===== config.mk =====
export PLATFORM = sky130hd
export DESIGN_NAME = fetch_sequencer_flat
export DESIGN_NICKNAME = d
export VERILOG_FILES = /design/src/rtl/fetch_sequencer_if.sv /design/src/rtl/fetch_sequencer.sv /design/src/flat_wrapper.sv
export SDC_FILE = /design/constraint.sdc
export NUM_CORES = 1
export LEC_CHECK = 0
export CAP_MARGIN = 40
export CORE_AREA = 2 2 96 98
export CTS_BUF_LIST = sky130_fd_sc_hd__clkbuf_4 sky130_fd_sc_hd__clkbuf_8 sky130_fd_sc_hd__clkbuf_16
export CTS_CLUSTER_SIZE = 24
export DETAILED_ROUTE_END_ITERATION = 8
export DIE_AREA = 0 0 98 100
export PLACE_DENSITY = 0.56
export SLEW_MARGIN = 15
export SYNTH_ARGS = -nofsm -noshare
export SYNTH_HDL_FRONTEND = slang
export SYNTH_SLANG_ARGS = --single-unit
export TNS_END_PERCENT = 30

===== constraint.sdc =====
create_clock -name clk -period 2.7 [get_ports clk]
set_clock_uncertainty 0.05 [all_clocks]
set_input_delay 0.81 -clock clk [delete_from_list [all_inputs] [get_ports clk]]
set_output_delay 0.81 -clock clk [all_outputs]
set_load 0.01 [all_outputs]

===== src/rtl/fetch_sequencer_if.sv =====
// Harness/decode-side bundle for the fetch sequencer: launch, flow-control requests,
// and the fetch address and status it reports back.
interface fetch_sequencer_if #(
  parameter int unsigned A = 16
);
  logic         start_i;
  logic [1:0]   prog_sel_i;
  logic         stall_i;
  logic         branch_en_i;
  logic         branch_rel_i;
  logic [A-1:0] branch_target_i;
  logic         halt_i;
  logic [A-1:0] inst_address_o;
  logic         running_o;
  logic         done_o;
  logic [15:0]  cycle_count_o;

  modport master (
    output start_i, prog_sel_i, stall_i, branch_en_i, branch_rel_i, branch_target_i, halt_i,
    input  inst_address_o, running_o, done_o, cycle_count_o
  );

  modport slave (
    input  start_i, prog_sel_i, stall_i, branch_en_i, branch_rel_i, branch_target_i, halt_i,
    output inst_address_o, running_o, done_o, cycle_count_o
  );
endinterface


===== src/rtl/fetch_sequencer.sv =====
// Program counter and fetch controller: launches one of four programs, applies
// halt/stall/branch requests, and counts cycles spent running.
module fetch_sequencer #(
  parameter int unsigned  A     = 16,
  parameter logic [A-1:0] PROG0 = A'(16'h0000),
  parameter logic [A-1:0] PROG1 = A'(16'h0100),
  parameter logic [A-1:0] PROG2 = A'(16'h0200),
  parameter logic [A-1:0] PROG3 = A'(16'h0300)
) (
  input  logic              clk,
  input  logic              rst,
  fetch_sequencer_if.slave  bus
);

  localparam int unsigned CW = 16;

  typedef enum logic [1:0] {
    ST_IDLE = 2'd0,
    ST_RUN  = 2'd1,
    ST_DONE = 2'd2
  } state_e;

  state_e         state_q, state_d;
  logic [A-1:0]   pc_q, pc_d;
  logic [CW-1:0]  cnt_q, cnt_d;
  logic           running_q, running_d;
  logic           done_q, done_d;
  logic [A-1:0]   entry;
  logic           launch;

  // State register
  always_ff @(posedge clk or posedge rst) begin
    if (rst) begin
      state_q <= ST_IDLE;
    end else begin
      state_q <= state_d;
    end
  end

  // Next-state logic; Start only matters outside RUN
  always_comb begin
    state_d = state_q;
    unique case (state_q)
      ST_IDLE, ST_DONE: if (bus.start_i) state_d = ST_RUN;
      ST_RUN:           if (bus.halt_i)  state_d = ST_DONE;
      default:          state_d = ST_IDLE;
    endcase
  end

  always_comb begin
    entry = PROG0;
    unique case (bus.prog_sel_i)
      2'd0: entry = PROG0;
      2'd1: entry = PROG1;
      2'd2: entry = PROG2;
      2'd3: entry = PROG3;
      default: entry = PROG0;
    endcase
  end

  assign launch = (state_q != ST_RUN) && bus.start_i;

  // Datapath and status next values: halt beats stall beats branch beats increment
  always_comb begin
    pc_d      = pc_q;
    cnt_d     = cnt_q;
    running_d = (state_d == ST_RUN);
    done_d    = (state_d == ST_DONE);
    if (launch) begin
      pc_d  = entry;
      cnt_d = '0;
    end else if (state_q == ST_RUN) begin
      cnt_d = (cnt_q == {CW{1'b1}}) ? cnt_q : cnt_q + CW'(1);
      if (bus.halt_i || bus.stall_i) begin
        pc_d = pc_q;
      end else if (bus.branch_en_i) begin
        pc_d = bus.branch_rel_i ? pc_q + bus.branch_target_i : bus.branch_target_i;
      end else begin
        pc_d = pc_q + A'(1);
      end
    end
  end

  always_ff @(posedge clk or posedge rst) begin
    if (rst) begin
      pc_q      <= PROG0;
      cnt_q     <= '0;
      running_q <= 1'b0;
      done_q    <= 1'b0;
    end else begin
      pc_q      <= pc_d;
      cnt_q     <= cnt_d;
      running_q <= running_d;
      done_q    <= done_d;
    end
  end

  assign bus.inst_address_o = pc_q;
  assign bus.cycle_count_o  = cnt_q;
  assign bus.running_o      = running_q;
  assign bus.done_o         = done_q;

endmodule


===== src/flat_wrapper.sv =====
// flat-port wrapper written by rule: the top's interface ports become plain ports
module fetch_sequencer_flat 
#(
  parameter int unsigned  A     = 16,
  parameter logic [A-1:0] PROG0 = A'(16'h0000),
  parameter logic [A-1:0] PROG1 = A'(16'h0100),
  parameter logic [A-1:0] PROG2 = A'(16'h0200),
  parameter logic [A-1:0] PROG3 = A'(16'h0300)
)
  (clk, rst, bus_start_i, bus_prog_sel_i, bus_stall_i, bus_branch_en_i, bus_branch_rel_i, bus_branch_target_i, bus_halt_i, bus_inst_address_o, bus_running_o, bus_done_o, bus_cycle_count_o);
  fetch_sequencer_if #(.A(A)) bus_i ();
  input  logic clk;
  input  logic rst;
  input wire logic [$bits(bus_i.start_i)-1:0] bus_start_i;
  input wire logic [$bits(bus_i.prog_sel_i)-1:0] bus_prog_sel_i;
  input wire logic [$bits(bus_i.stall_i)-1:0] bus_stall_i;
  input wire logic [$bits(bus_i.branch_en_i)-1:0] bus_branch_en_i;
  input wire logic [$bits(bus_i.branch_rel_i)-1:0] bus_branch_rel_i;
  input wire logic [$bits(bus_i.branch_target_i)-1:0] bus_branch_target_i;
  input wire logic [$bits(bus_i.halt_i)-1:0] bus_halt_i;
  output wire logic [$bits(bus_i.inst_address_o)-1:0] bus_inst_address_o;
  output wire logic [$bits(bus_i.running_o)-1:0] bus_running_o;
  output wire logic [$bits(bus_i.done_o)-1:0] bus_done_o;
  output wire logic [$bits(bus_i.cycle_count_o)-1:0] bus_cycle_count_o;
  assign bus_i.start_i = bus_start_i;
  assign bus_i.prog_sel_i = bus_prog_sel_i;
  assign bus_i.stall_i = bus_stall_i;
  assign bus_i.branch_en_i = bus_branch_en_i;
  assign bus_i.branch_rel_i = bus_branch_rel_i;
  assign bus_i.branch_target_i = bus_branch_target_i;
  assign bus_i.halt_i = bus_halt_i;
  assign bus_inst_address_o = bus_i.inst_address_o;
  assign bus_running_o = bus_i.running_o;
  assign bus_done_o = bus_i.done_o;
  assign bus_cycle_count_o = bus_i.cycle_count_o;
  fetch_sequencer #(.A(A), .PROG0(PROG0), .PROG1(PROG1), .PROG2(PROG2), .PROG3(PROG3)) u_core (.clk(clk), .rst(rst), .bus(bus_i));
endmodule

# After elaboration in Yosys (flattened, before gate mapping)

Index checks and enable logic that the tools add are counted.

Register bits after elaboration: 36
Input port bits: 25

$add $sub $neg: 3
Equality and inequality tests: 11
Mux-type cells: 12
Reductions and logical operators: 8

Operator list:

| cell                                                 | number |
|---|---|
| two-way mux 16 bit                                   | 8 |
| case mux 16 bit (4 select lines)                     | 1 |
| adder 16 x 1 -> 16 bit (second input constant)       | 2 |
| adder 16 bit                                         | 1 |
| equality test 16 bit (second input constant)         | 1 |
| equality test 2 bit (second input constant)          | 4 |
| equality test 2 x 1 -> 1 bit (second input constant) | 3 |
| != test 2 x 1 -> 1 bit (second input constant)       | 3 |
| logical NOT 2 bit                                    | 2 |
| two-way mux 2 bit                                    | 2 |
| case mux 2 bit (2 select lines)                      | 1 |
| AND reduction 2 bit                                  | 2 |
| nonzero test 2 bit                                   | 1 |
| OR reduction 2 bit                                   | 1 |
| logical AND 1 bit                                    | 1 |
| logical OR 1 bit                                     | 1 |

# Longest topological paths before layout

Depth in word-level cells: 6
Mapped depth: 9
Depth with buffers taken out: 9

# Least setup slack after synthesis

No wires, ideal clock.

Path type: input to register
From: input bus_branch_target_i[0]
To: register u_core.pc_q[14], in the netlist u_core.bus.inst_address_o[14]
Setup time: 122 ps
Data arrival time: 2526 ps
Data required time: 2528 ps
Path slack: 2 ps
Stages: 9
Path buffers: 0
Cell sequence: ha_1 inv_1 fa_1 nor2b_1 o211ai_1 a211oi_1 o2111ai_1 o31a_1 a2111oi_1

Longest elaborated chain between the ends: 6

Ends and longest elaborated chain:

| element                | line                  | text |
|---|---|---|
| start: declaration     | flat_wrapper.sv:19    | `input wire logic [$bits(bus_i.branch_target_i)-1:0] bus_branch_target_i;` |
| adder 16 bit           | fetch_sequencer.sv:77 | `pc_d = bus.branch_rel_i ? pc_q + bus.branch_target_i : bus.branch_target_i;` |
| two-way mux 16 bit     | fetch_sequencer.sv:77 |  |
| two-way mux 16 bit     | fetch_sequencer.sv:76 | `end else if (bus.branch_en_i) begin` |
| two-way mux 16 bit     | fetch_sequencer.sv:74 | `if (bus.halt_i \|\| bus.stall_i) begin` |
| two-way mux 16 bit     | fetch_sequencer.sv:72 | `end else if (state_q == ST_RUN) begin` |
| two-way mux 16 bit     | fetch_sequencer.sv:69 | `if (launch) begin` |
| end signal: assignment | fetch_sequencer.sv:91 | `pc_q <= pc_d;` |
| end: declaration       | fetch_sequencer.sv:24 | `logic [A-1:0] pc_q, pc_d;` |

Every way passes these cells. The select of a mux whose other input is x is not followed.
A chain may end at the register's enable or synchronous reset.

# Worst setup path in the final report

From: input bus_branch_target_i[3]
To: register u_core.pc_q[13], in the netlist u_core.bus.inst_address_o[13]

Same word-level chain as after synthesis.

==> key figures <==
Synth
  – Compound-Gate Fraction of Synth Area: 0.247
  – Yosys warnings: 0
  – Post-synth EDFFs: 0
  – Seq/Total Area, Yosys: 0.302
  – Number of distinct library cells after synthesis: 66
  – Syn_area_per_cell: 8.17 um2
  – Main combinational cell family by area after synthesis: compound AO/OA/AOI/OAI gates
  – Syn Inst Count: 365
  – Synth Flop Type: dfrtp_1
  – Synth async-reset ratio: 1.00
  – Post-Synth Adder-Cell Area: 0.0781
  – Synth Area in XOR/XNOR: 0.0705
  – Mux contribution to synthesized area: 0.0214
  – Simple-gate share of the synthesized area: 0.241
  – #FFs+latches synth: 36
  – Cell Area, Synth: 2980 um2
  – Syn nets: 408

Clock tree
  – CTS tree: built
  – Root Buffer: clkbuf_8
  – H-tree depth: 2
  – Clk sinks: 36
  – Num CTS Buffers: 5
  – Clock transition at path regs: 0.08 ns
  – Worst-case clock buffer depth: 2
  – Hold buffer count at CTS: 0
  – Skew-Pair Late Insertion Delay: 0.29 ns

Setup path
  – Worst Setup SP: bus_branch_target_i[3]
  – FF-to-FF Start: u_core.bus.inst_address_o[1]
  – R2R setup slack: 0.33 ns
  – Worst Reg-to-Reg Cells: 7
  – Worst setup SP type: input pin
  – Worst endpoint data arrival time: 2.83 ns
  – Worst Setup EP: u_core.bus.inst_address_o[13]
  – Kind of critical path: input pin to flip-flop
  – Worst EP required: 2.82 ns
  – Worst reg2reg endpoint: u_core.bus.inst_address_o[13]
  – Worst Path Max Fanout: 4
  – CP Capture Type: flip-flop

Layout
  – Final Non-Filler Cells: 605
  – Final instance area: 4550 um2
  – Proportion of layout cells with a drive suffix above 1: 0.245
  – Area grow syn2layout: 52.6%
  – Nets@finish: 536
  – Ant. Diodes: 0

STA
  – Final Hold Fails: 0
  – RSZ-0062 raised after global routing: yes
  – Tmin final: 2.70 ns
  – Max-slew headroom: 0.618
  – Least-Margin Pin Slew: 0.569 ns
  – Final Setup Violations: 1
  – Setup TNS: -0.00374 ns
  – Max Fclk: 370 MHz
  – Final WS setup: -0.00374 ns
  – Fin crit share: 1.00
  – Final hold slack: 0.480 ns
  – Slew Limit Fails: 0

Floorplan
  – Starting Density: 0.335
  – Die width: 98 um
  – Die extent in y: 100 um
  – Std-Cell Rows: 35
  – Core ar.: 8890 um2
  – Die area: 9800 um2
  – I/O pin total: 59

Placement
  – Post-DP HPWL: 7230 um
  – Cell count after placement: 593
  – GP Congestion: 0.871
  – DP Area: 4190 um2
  – Port bufs: 58

Power
  – Leakage power: 0.00199 uW
  – Seq pwr share: 0.278
  – Power Density: 548 nW/um2
  – Combinational fraction of design power: 0.453
  – VDD IR max: 0.210 mV
  – Int Pwr: 1660 uW
  – Clock power share: 0.269
  – Net Switching: 835 uW
  – Switching part of the total: 0.335

Global route
  – Largest net degree at the start of global routing: 37
  – Grt ovf: 0
  – Number of global-route vias before repair: 3171
  – First-pass GRT wire length: 15800 um
  – Total Routing Usage GR: 0.198
  – Antenna violations before repair: 0

Detailed routing
  – Post-DR wirelength/cell: 15.6 um
  – Via count: 3259
  – Vias per cell: 5.39
  – ANT nets after route: 0
  – DRT iter0 DRCs: 326
  – First-pass iteration count of the detailed router: 4
  – Post-Route WL: 9430 um
  – DR DRC count: 0

Status
  – Status: finished with violations
  – Failing checks: negative setup slack

Job
  – Number of max-cap violations: 0

Min path
  – Hold crit path type: flip-flop to flip-flop
## worst max-delay path: stages
cell,delay [ns]
dlygate4sd2_1,0.27
ha_4,0.29
a21oi_1,0.09
o21ai_2,0.20
o2111a_4,0.29
nor2b_2,0.05
or4b_1,0.48
a221o_1,0.34
## power groups by stage
stage	sequential (uW)	combinational, uW	clock (uW)
floorplan	727	483	0
global placement	690	1020	0
detailed placement	688	1030	0
CTS	689	1090	685
global route	703	1240	707
finish	691	1130	671
## state kept, by name, summed over array words and instances, names as in the netlist
signal	cells
u_core.bus.inst_address_o	16
u_core.bus.done_o	1
u_core.bus.running_o	1
u_core.bus.cycle_count_o	16
u_core.state_q	2
## worst min-delay path by stage
| stage | from | to | slack (ns) | depth (start not counted) |
|---|---|---|---|---|
| after CTS | u_core.bus.cycle_count_o[3] | u_core.bus.cycle_count_o[3] | 0.49 | 1 |
| after detailed placement | u_core.bus.cycle_count_o[3] | u_core.bus.cycle_count_o[3] | 0.48 | 1 |
| after global placement | u_core.bus.cycle_count_o[3] | u_core.bus.cycle_count_o[3] | 0.48 | 1 |
| after global routing | u_core.bus.cycle_count_o[3] | u_core.bus.cycle_count_o[3] | 0.53 | 1 |
| final | u_core.bus.cycle_count_o[3] | u_core.bus.cycle_count_o[3] | 0.48 | 1 |
| after floorplan | u_core.state_q[1] | u_core.bus.done_o | 0.44 | 2 |
## cell usage in the layout, fill, tap and decap left out, drive strengths merged, types with 3 or more instances in the layout
| master | instances |
|---|---|
| o211ai | 4 |
| a21oi | 29 |
| mux2 | 3 |
| a221o | 3 |
| and2 | 3 |
| o21ai | 31 |
| nand3 | 12 |
| nand2b | 4 |
| ha | 17 |
| xor2 | 13 |
| dfrtp | 36 |
| inv | 12 |
| and3 | 7 |
| a21o | 3 |
| clkdlybuf4s50 | 47 |
| a211oi | 5 |
| nand2 | 33 |
| and4 | 4 |
| buf | 77 |
| xnor2 | 11 |
| clkbuf | 5 |
| a31oi | 5 |
| o22ai | 5 |
| or3 | 3 |
| mux2i | 3 |
| a22oi | 4 |
| dlygate4sd2 | 8 |
| nor3 | 11 |
| nor2 | 41 |
| nand4 | 9 |
| nor2b | 3 |
| bufinv | 3 |
## cell usage after synthesis, types with 3 or more instances
cell	instances	area, um2
a211oi_1	5	37.5
a21oi_1	29	145
a221o_1	3	30.0
a22oi_1	4	30.0
a31oi_1	5	31.3
and2_1	3	18.8
and3_1	7	43.8
and4_1	3	26.3
clkbuf_1	10	37.5
dfrtp_1	36	901
ha_1	17	213
inv_1	12	45.0
mux2_2	3	33.8
mux2i_1	3	30.0
nand2_1	33	124
nand2b_1	4	25.0
nand3_1	12	60.1
nand4_1	9	56.3
nor2_1	41	154
nor3_1	11	55.1
o211ai_1	4	30.0
o21ai_0	28	140
o22ai_1	5	31.3
or3_1	3	18.8
xnor2_1	11	96.3
xor2_1	13	114
## final cells by class
cell class	instances	area (um2)
Clock inverter	3	90.1
Clock buffer	5	68.8
Timing Repair Buffer	135	1160
Fill cell	816	4340
Multi-Input combinational cell	303	2150
Tap cell	111	139
Sequential cell	36	901
Inverter	12	45.0
## kinds of logic (layout without fill, tap and decap cells)
kind of cell | Yosys count | count (layout)
mux | 6 | 6
buf+inv | 26 | 155
flops | 36 | 36
xor+xnor | 24 | 24
simple gates | 143 | 143
compound gates | 112 | 112
fa+ha+maj | 18 | 18
## routing by layer
| metal | up-vias | global-route usage | part of all wire |
|---|---|---|---|
| li1 | 1619 | - | - |
| met1 | 1534 | 0.284 | 0.48 |
| met2 | 98 | 0.316 | 0.45 |
| met3 | 8 | 0.0292 | 0.057 |
| met4 | 0 | 0.0470 | 0.011 |
| met5 | - | 0 | 0 |
## stage by stage
| stage | setup WS (ns) | util | total power, uW |
|---|---|---|---|
| CTS | 0.00336 | 0.506 | 2470 |
| global placement | -0.677 | 0.470 | 1710 |
| finish | -0.00374 | 0.512 | 2490 |
| floorplan | 0.00241 | - | 1210 |
| detailed placement | -0.745 | 0.471 | 1720 |
| global route | -0.0517 | 0.512 | 2650 |
## what timing repair did
item | in CTS | in global routing
setup buffers | 3 | 1
resized for setup | 31 | 9
setup endpoints to repair | 9 | 5
pin swaps | 13 | 4
No activity file was read; power rests on OpenSTA's default activity.
